### src/rtl/regfile_mp.sv
// ---------------------------------------------------------------------------
// regfile_mp -- parametrised multi-port integer register file
//
// Sits between decode (read + reserve) and writeback (write). Provides:
//   * N_RD registered read ports (data and pending flag one cycle after enable)
//   * N_WR write ports (higher-numbered port wins on same-address conflict)
//   * a per-register pending scoreboard (set by reserve, cleared by write)
//   * a sequenced clear that zeroes one entry per cycle while oBusy is high
// Register 0 is hard-wired to zero and is never pending.
//
// Optional feature macro: REGFILE_BYPASS_EN
//   defined   -> a read that matches a same-cycle write returns the write data
//   undefined -> a same-cycle read returns the pre-write array contents
//
// Ports:
//   iClk      in   1            clock
//   iRst      in   1            asynchronous active-high reset
//   iRdEn     in   N_RD         per-port read enable
//   iRdAddr   in   N_RD*ADDR_W  read addresses, port k at [k*ADDR_W +: ADDR_W]
//   oRdData   out  N_RD*DATA_W  registered read data
//   oRdPend   out  N_RD         registered pending flag of the register read
//   iWrEn     in   N_WR         per-port write enable
//   iWrAddr   in   N_WR*ADDR_W  write addresses
//   iWrData   in   N_WR*DATA_W  write data
//   iRsvEn    in   1            reserve request (mark register pending)
//   iRsvAddr  in   ADDR_W       register to reserve
//   iClr      in   1            pulse that starts the clear sequence
//   oBusy     out  1            high while the clear sequence runs
// ---------------------------------------------------------------------------
module regfile_mp #(
    parameter int DATA_W = 32,
    parameter int DEPTH  = 32,
    parameter int ADDR_W = $clog2(DEPTH),
    parameter int N_RD   = 2,
    parameter int N_WR   = 1
) (
    input  logic                     iClk,
    input  logic                     iRst,
    input  logic [N_RD-1:0]          iRdEn,
    input  logic [N_RD*ADDR_W-1:0]   iRdAddr,
    output logic [N_RD*DATA_W-1:0]   oRdData,
    output logic [N_RD-1:0]          oRdPend,
    input  logic [N_WR-1:0]          iWrEn,
    input  logic [N_WR*ADDR_W-1:0]   iWrAddr,
    input  logic [N_WR*DATA_W-1:0]   iWrData,
    input  logic                     iRsvEn,
    input  logic [ADDR_W-1:0]        iRsvAddr,
    input  logic                     iClr,
    output logic                     oBusy
);

    typedef enum logic {
        S_IDLE  = 1'b0,
        S_CLEAR = 1'b1
    } state_t;

    state_t                          r_state;
    state_t                          w_state_next;
    logic [ADDR_W-1:0]               r_cnt;
    logic [ADDR_W-1:0]               w_cnt_next;

    logic [DATA_W-1:0]               r_mem [DEPTH];
    logic [DEPTH-1:0]                r_pend;
    logic [DEPTH-1:0]                w_pend_next;

    logic [N_RD-1:0][ADDR_W-1:0]     w_rd_addr;
    logic [N_WR-1:0][ADDR_W-1:0]     w_wr_addr;
    logic [N_WR-1:0][DATA_W-1:0]     w_wr_data;
    logic [N_WR-1:0]                 w_wr_act;
    logic                            w_idle;

    assign w_rd_addr = iRdAddr;
    assign w_wr_addr = iWrAddr;
    assign w_wr_data = iWrData;
    assign w_idle    = (r_state == S_IDLE);
    assign oBusy     = (r_state == S_CLEAR);

    // A write port is effective only outside the clear sequence and when it
    // targets a real register (address 0 is hard-wired to zero).
    genvar gi;
    generate
        for (gi = 0; gi < N_WR; gi++) begin : g_wr_act
            assign w_wr_act[gi] = iWrEn[gi] && w_idle && (w_wr_addr[gi] != '0);
        end
    endgenerate

    // -----------------------------------------------------------------------
    // Clear FSM
    // -----------------------------------------------------------------------
    always_ff @(posedge iClk or posedge iRst) begin
        if (iRst) begin
            r_state <= S_IDLE;
            r_cnt   <= '0;
        end else begin
            r_state <= w_state_next;
            r_cnt   <= w_cnt_next;
        end
    end

    always_comb begin
        w_state_next = r_state;
        w_cnt_next   = r_cnt;
        case (r_state)
            S_IDLE: begin
                // Entry 0 is already zero, so the sweep starts at 1.
                if (iClr) begin
                    w_state_next = S_CLEAR;
                    w_cnt_next   = ADDR_W'(1);
                end
            end
            S_CLEAR: begin
                if (r_cnt == ADDR_W'(DEPTH - 1)) begin
                    w_state_next = S_IDLE;
                    w_cnt_next   = '0;
                end else begin
                    w_cnt_next   = r_cnt + ADDR_W'(1);
                end
            end
            default: begin
                w_state_next = S_IDLE;
                w_cnt_next   = '0;
            end
        endcase
    end

    // -----------------------------------------------------------------------
    // Storage array. Later write ports are applied last so they win a
    // same-address conflict.
    // -----------------------------------------------------------------------
    always_ff @(posedge iClk or posedge iRst) begin
        if (iRst) begin
            for (int i = 0; i < DEPTH; i++) begin
                r_mem[i] <= '0;
            end
        end else if (r_state == S_CLEAR) begin
            r_mem[r_cnt] <= '0;
        end else begin
            for (int w = 0; w < N_WR; w++) begin
                if (w_wr_act[w]) begin
                    r_mem[w_wr_addr[w]] <= w_wr_data[w];
                end
            end
        end
    end

    // -----------------------------------------------------------------------
    // Pending scoreboard. Reserve is applied after the write clears so a
    // same-cycle reserve (new producer) leaves the bit set.
    // -----------------------------------------------------------------------
    always_comb begin
        w_pend_next = r_pend;
        if (w_idle) begin
            if (iClr) begin
                w_pend_next = '0;
            end else begin
                for (int w = 0; w < N_WR; w++) begin
                    if (w_wr_act[w]) begin
                        w_pend_next[w_wr_addr[w]] = 1'b0;
                    end
                end
                if (iRsvEn && (iRsvAddr != '0)) begin
                    w_pend_next[iRsvAddr] = 1'b1;
                end
            end
        end
        w_pend_next[0] = 1'b0;
    end

    always_ff @(posedge iClk or posedge iRst) begin
        if (iRst) begin
            r_pend <= '0;
        end else begin
            r_pend <= w_pend_next;
        end
    end

    // -----------------------------------------------------------------------
    // Read ports. Pending is always the pre-edge scoreboard value; only the
    // data path may be bypassed.
    // -----------------------------------------------------------------------
    generate
        for (gi = 0; gi < N_RD; gi++) begin : g_rd
            logic [DATA_W-1:0] w_val;
            logic [DATA_W-1:0] r_data;
            logic              r_pnd;

            always_comb begin
                w_val = (w_rd_addr[gi] == '0) ? '0 : r_mem[w_rd_addr[gi]];
`ifdef REGFILE_BYPASS_EN
                for (int w = 0; w < N_WR; w++) begin
                    if (w_wr_act[w] && (w_wr_addr[w] == w_rd_addr[gi])) begin
                        w_val = w_wr_data[w];
                    end
                end
`endif
            end

            always_ff @(posedge iClk or posedge iRst) begin
                if (iRst) begin
                    r_data <= '0;
                    r_pnd  <= 1'b0;
                end else if (iRdEn[gi]) begin
                    if (w_idle) begin
                        r_data <= w_val;
                        r_pnd  <= r_pend[w_rd_addr[gi]];
                    end else begin
                        r_data <= '0;
                        r_pnd  <= 1'b0;
                    end
                end
            end

            assign oRdData[gi*DATA_W +: DATA_W] = r_data;
            assign oRdPend[gi]                  = r_pnd;
        end
    endgenerate

endmodule
### config.mk
export PLATFORM = sky130hd
export DESIGN_NAME = regfile_mp
export DESIGN_NICKNAME = d
export VERILOG_FILES = /design/src/rtl/regfile_mp.sv
export SDC_FILE = /design/constraint.sdc
export NUM_CORES = 2
export LEC_CHECK = 0
export ABC_AREA = 0
export ABC_CLOCK_PERIOD_IN_PS = 44300
export CAP_MARGIN = 20
export CORE_MARGIN = 5
export CORE_UTILIZATION = 63
export CTS_CLUSTER_SIZE = 28
export DETAILED_ROUTE_END_ITERATION = 12
export PLACE_DENSITY_LB_ADDON = 0.3
export SYNTH_ARGS = -nofsm -noshare
export SYNTH_HDL_FRONTEND = slang
export SYNTH_SLANG_ARGS = --single-unit
### constraint.sdc
create_clock -name iClk -period 44.3 [get_ports iClk]
set_input_delay 6.645 -clock iClk [delete_from_list [all_inputs] [get_ports iClk]]
set_output_delay 6.645 -clock iClk [all_outputs]
set_load 0.01 [all_outputs]
==> flow_metrics.env <==
export IMPL_status="finished, final reports clean"
export IMPL_clk_latency_ps=750
export IMPL_crit_path_start="iRdAddr[6]"
export IMPL_ys_types=58
export IMPL_fin_crit_sh_pct=23.54
export IMPL_synth_net_count=4416
export IMPL_fin_util_pct=71.05
export IMPL_max_freq_mhz=95.88
export IMPL_nFillCells=5982
export IMPL_initial_core_util_pct=63.27
export IMPL_htree_levels=3
export IMPL_instances_no_fill=5541
export IMPL_syn_cell_area_sq_um=57820
export IMPL_dp_cells=5275
export IMPL_power_density_nw_per_um2=42.84
export IMPL_setup_ws_ps=33870
export IMPL_clock_sinks=1127
export IMPL_cts_tree="yes"
export IMPL_viasPerCell=8.592
export IMPL_core_sq_um=91390
export IMPL_pre_cts_ws_ps=33170
export IMPL_synthCells=4352
export IMPL_path_cells="buf_8, buf_4, buf_4, buf_4, mux4_2, mux2_2, a2111oi_2, a221oi_1"
export IMPL_cp_arrival_ps=10960
export IMPL_post_drt_wl_per_cell_um=40.86
export IMPL_grt_first_pass_wirelength_um=326500
export IMPL_vias=47610
export IMPL_synth_seq_cells=1127
export IMPL_path_buf_inv=4
export IMPL_clk_path_buf_depth=3
export IMPL_synth_area_leader_cell="dfrtp_1"
export IMPL_routabilityCongestion=0.9003
export IMPL_max_slew_worst_pin_slew_ps=1284
export IMPL_hold_path_class="reg2reg"
export IMPL_r2r_slack_ps=41060
export IMPL_cts_root_buf="clkbuf_16"
export IMPL_synth_area_leaders="dfrtp_1 49%, a22o_1 15%, mux4_2 15%"
export IMPL_nets=4306
export IMPL_max_slew_margin_pct=14.15
export IMPL_peakVddDrop_mv=0.03711
export IMPL_grt_start_max_net_pins=114
export IMPL_die_area_sq_um=97930
export IMPL_worstSetupStartpointType="input port"
export IMPL_hpwl_um=116600
export IMPL_placed_area_sq_um=60020
export IMPL_crit_end="g_rd[1].r_data[9]"
export IMPL_crit_cells=8
export IMPL_synth_edff_count=0
export IMPL_maxCapViolCount=0
export IMPL_reg2reg_depth=8
export IMPL_rows=111
export IMPL_synthTopCellsByCount="1127 x dfrtp_1, 996 x a22o_1, 384 x mux4_2, 378 x clkbuf_1, 286 x mux2i_1"
export IMPL_r2r_start="oBusy"
export IMPL_setup_tns_ps=0
export IMPL_p_leak_nw=28.82
export IMPL_port_buffers=125
export IMPL_synthArstFlopShare_pct=100.0
export IMPL_numCtsBuffers=115
export IMPL_grt_overflow_total=0
export IMPL_drt_pass1_iterations=7
export IMPL_synth_top_cell_area_share_pct=48.78
export IMPL_die_height_um=312.9
export IMPL_critical_path_class="in2reg"
export IMPL_fin_area_sq_um=64930
export IMPL_ant_nets=0
export IMPL_setup_viol=0
export IMPL_cp_required_ps=44830
export IMPL_grt_pass1_vias=47140
export IMPL_drc=0
export IMPL_fp_dieW_um=312.9
export IMPL_wl_um=226400
export IMPL_antenna_found_initial=14
export IMPL_ctsHoldBuffers=0
export IMPL_cp_slowest_cell="buf_4"
export IMPL_cts_resized=0
export IMPL_path_delay_family="buffers and inverters"
export IMPL_crit_path_end_kind="flop"
export IMPL_rsz0062_at_grt="no"
export IMPL_slowest_delay_ps=920
export IMPL_finClkSkew_ps=26.19
export IMPL_cts_setup_buffers=0
export IMPL_area_growth_synth_to_final_pct=12.30
export IMPL_track_usage_pct=45.40
export IMPL_drtIter0Drc=8785
export IMPL_period_needed_ps=10430
export IMPL_hold_viol=0
export IMPL_drv_slew=0
export IMPL_pin_count=126
export IMPL_yosysWarnings=0
export IMPL_synth_most_common_cell="dfrtp_1"
export IMPL_avgSynthCellArea_sq_um=13.29
export IMPL_rr_endpoint="r_mem[397]"
export IMPL_yosysSeqAreaShare_pct=48.78
export IMPL_worst_path_max_fanout=56
export IMPL_drive_gt1_share_pct=21.82
export IMPL_path_clk_slew_ps=70
export IMPL_crit_top_cell="buf_4"
export IMPL_synth_flop_cell="dfrtp_1"
export IMPL_hold_depth=1
[placed cells by master (no fill, tap or decap), drive strengths merged, types with 48 or more instances in the layout]
cell type,instances
buf,183
a2111oi,62
a22o,996
and2,103
nor2,53
a221oi,64
inv,48
mux2,66
clkbuf,164
dfrtp,1127
nand2b,70
nand2,136
clkdlybuf4s50,113
o22ai,157
a211oi,54
a22oi,65
mux4,385
mux2i,286
[registers in the layout (all words and copies together), names as in the netlist]
| register | flops |
|---|---|
| g_rd.r_data | 64 |
| g_rd.r_pnd | 2 |
| oBusy | 1 |
| r_cnt | 5 |
| r_mem | 1024 |
| r_pend | 31 |
[layout make-up]
type	instances	area, sq um	area share (%)
Antenna cell	15	37.54	0.05781
Timing Repair Buffer	302	3202	4.931
Multi-Input combinational cell	2654	27780	42.78
Tap cell	1186	1484	2.285
Clock inverter	57	689.4	1.062
Inverter	42	165.2	0.2544
Clock buffer	158	3372	5.193
Sequential cell	1127	28200	43.44
[how the worst min path moves through the flow]
stage | startpoint | endpoint | slack [ps]
after floorplan | r_mem[1000] | r_mem[1000] | 470
after global placement | r_mem[992] | r_mem[992] | 490
after detailed placement | r_mem[1003] | r_mem[1003] | 490
after CTS | r_mem[1003] | r_mem[1003] | 510
after global routing | r_mem[57] | r_mem[57] | 520
final | r_mem[856] | r_mem[856] | 520
[worst reg2reg max path, delay by kind of cell, from the launching register on]
| kind | cells | cell delay, ps |
|---|---|---|
| and+or+nand+nor | 2 | 240 |
| DFF | 1 | 320 |
| buffers and inverters | 4 | 1680 |
| AOI/OAI and AO/OA | 2 | 930 |
[metrics by stage]
stage | total power [mW] | hold slack (ps)
2_1_floorplan | 1.506 | 466.6
3_3_place_gp | 1.691 | 489.5
3_5_place_dp | 1.707 | 491.3
4_1_cts | 2.739 | 510.6
5_1_grt | 2.838 | 525.0
6_report | 2.782 | 515.9
[logic make-up (layout without fill, tap and decap cells)]
logic type | Yosys count | count (layout) | synth area share (%)
AO/OA/AOI/OAI | 1487 | 1487 | 21.58
XOR/XNOR | 2 | 2 | 0.03030
adder cells (fa/ha/maj) | 5 | 5 | 0.1082
buffers and inverters | 571 | 559 | 4.347
flip-flops | 1127 | 1127 | 48.78
multiplexers | 737 | 737 | 21.32
other | 0 | 15 | 0
AND/OR/NAND/NOR | 423 | 423 | 3.843
[metal layers]
layer	up-vias	GRT usage (%)	wire [um]
li1	17220	-	-
met1	23720	56.91	74050
met2	5212	61.98	93370
met3	1454	20.96	37660
met4	4	33.27	21280
met5	-	0.4447	23
[power by group]
group	internal, mW	switching, mW	total (mW)
registers	1.12	0.0852	1.21
logic	0.205	0.323	0.528
clock network	0.608	0.440	1.05
total	1.93	0.848	2.78
(Power assumes the default switching activity.)
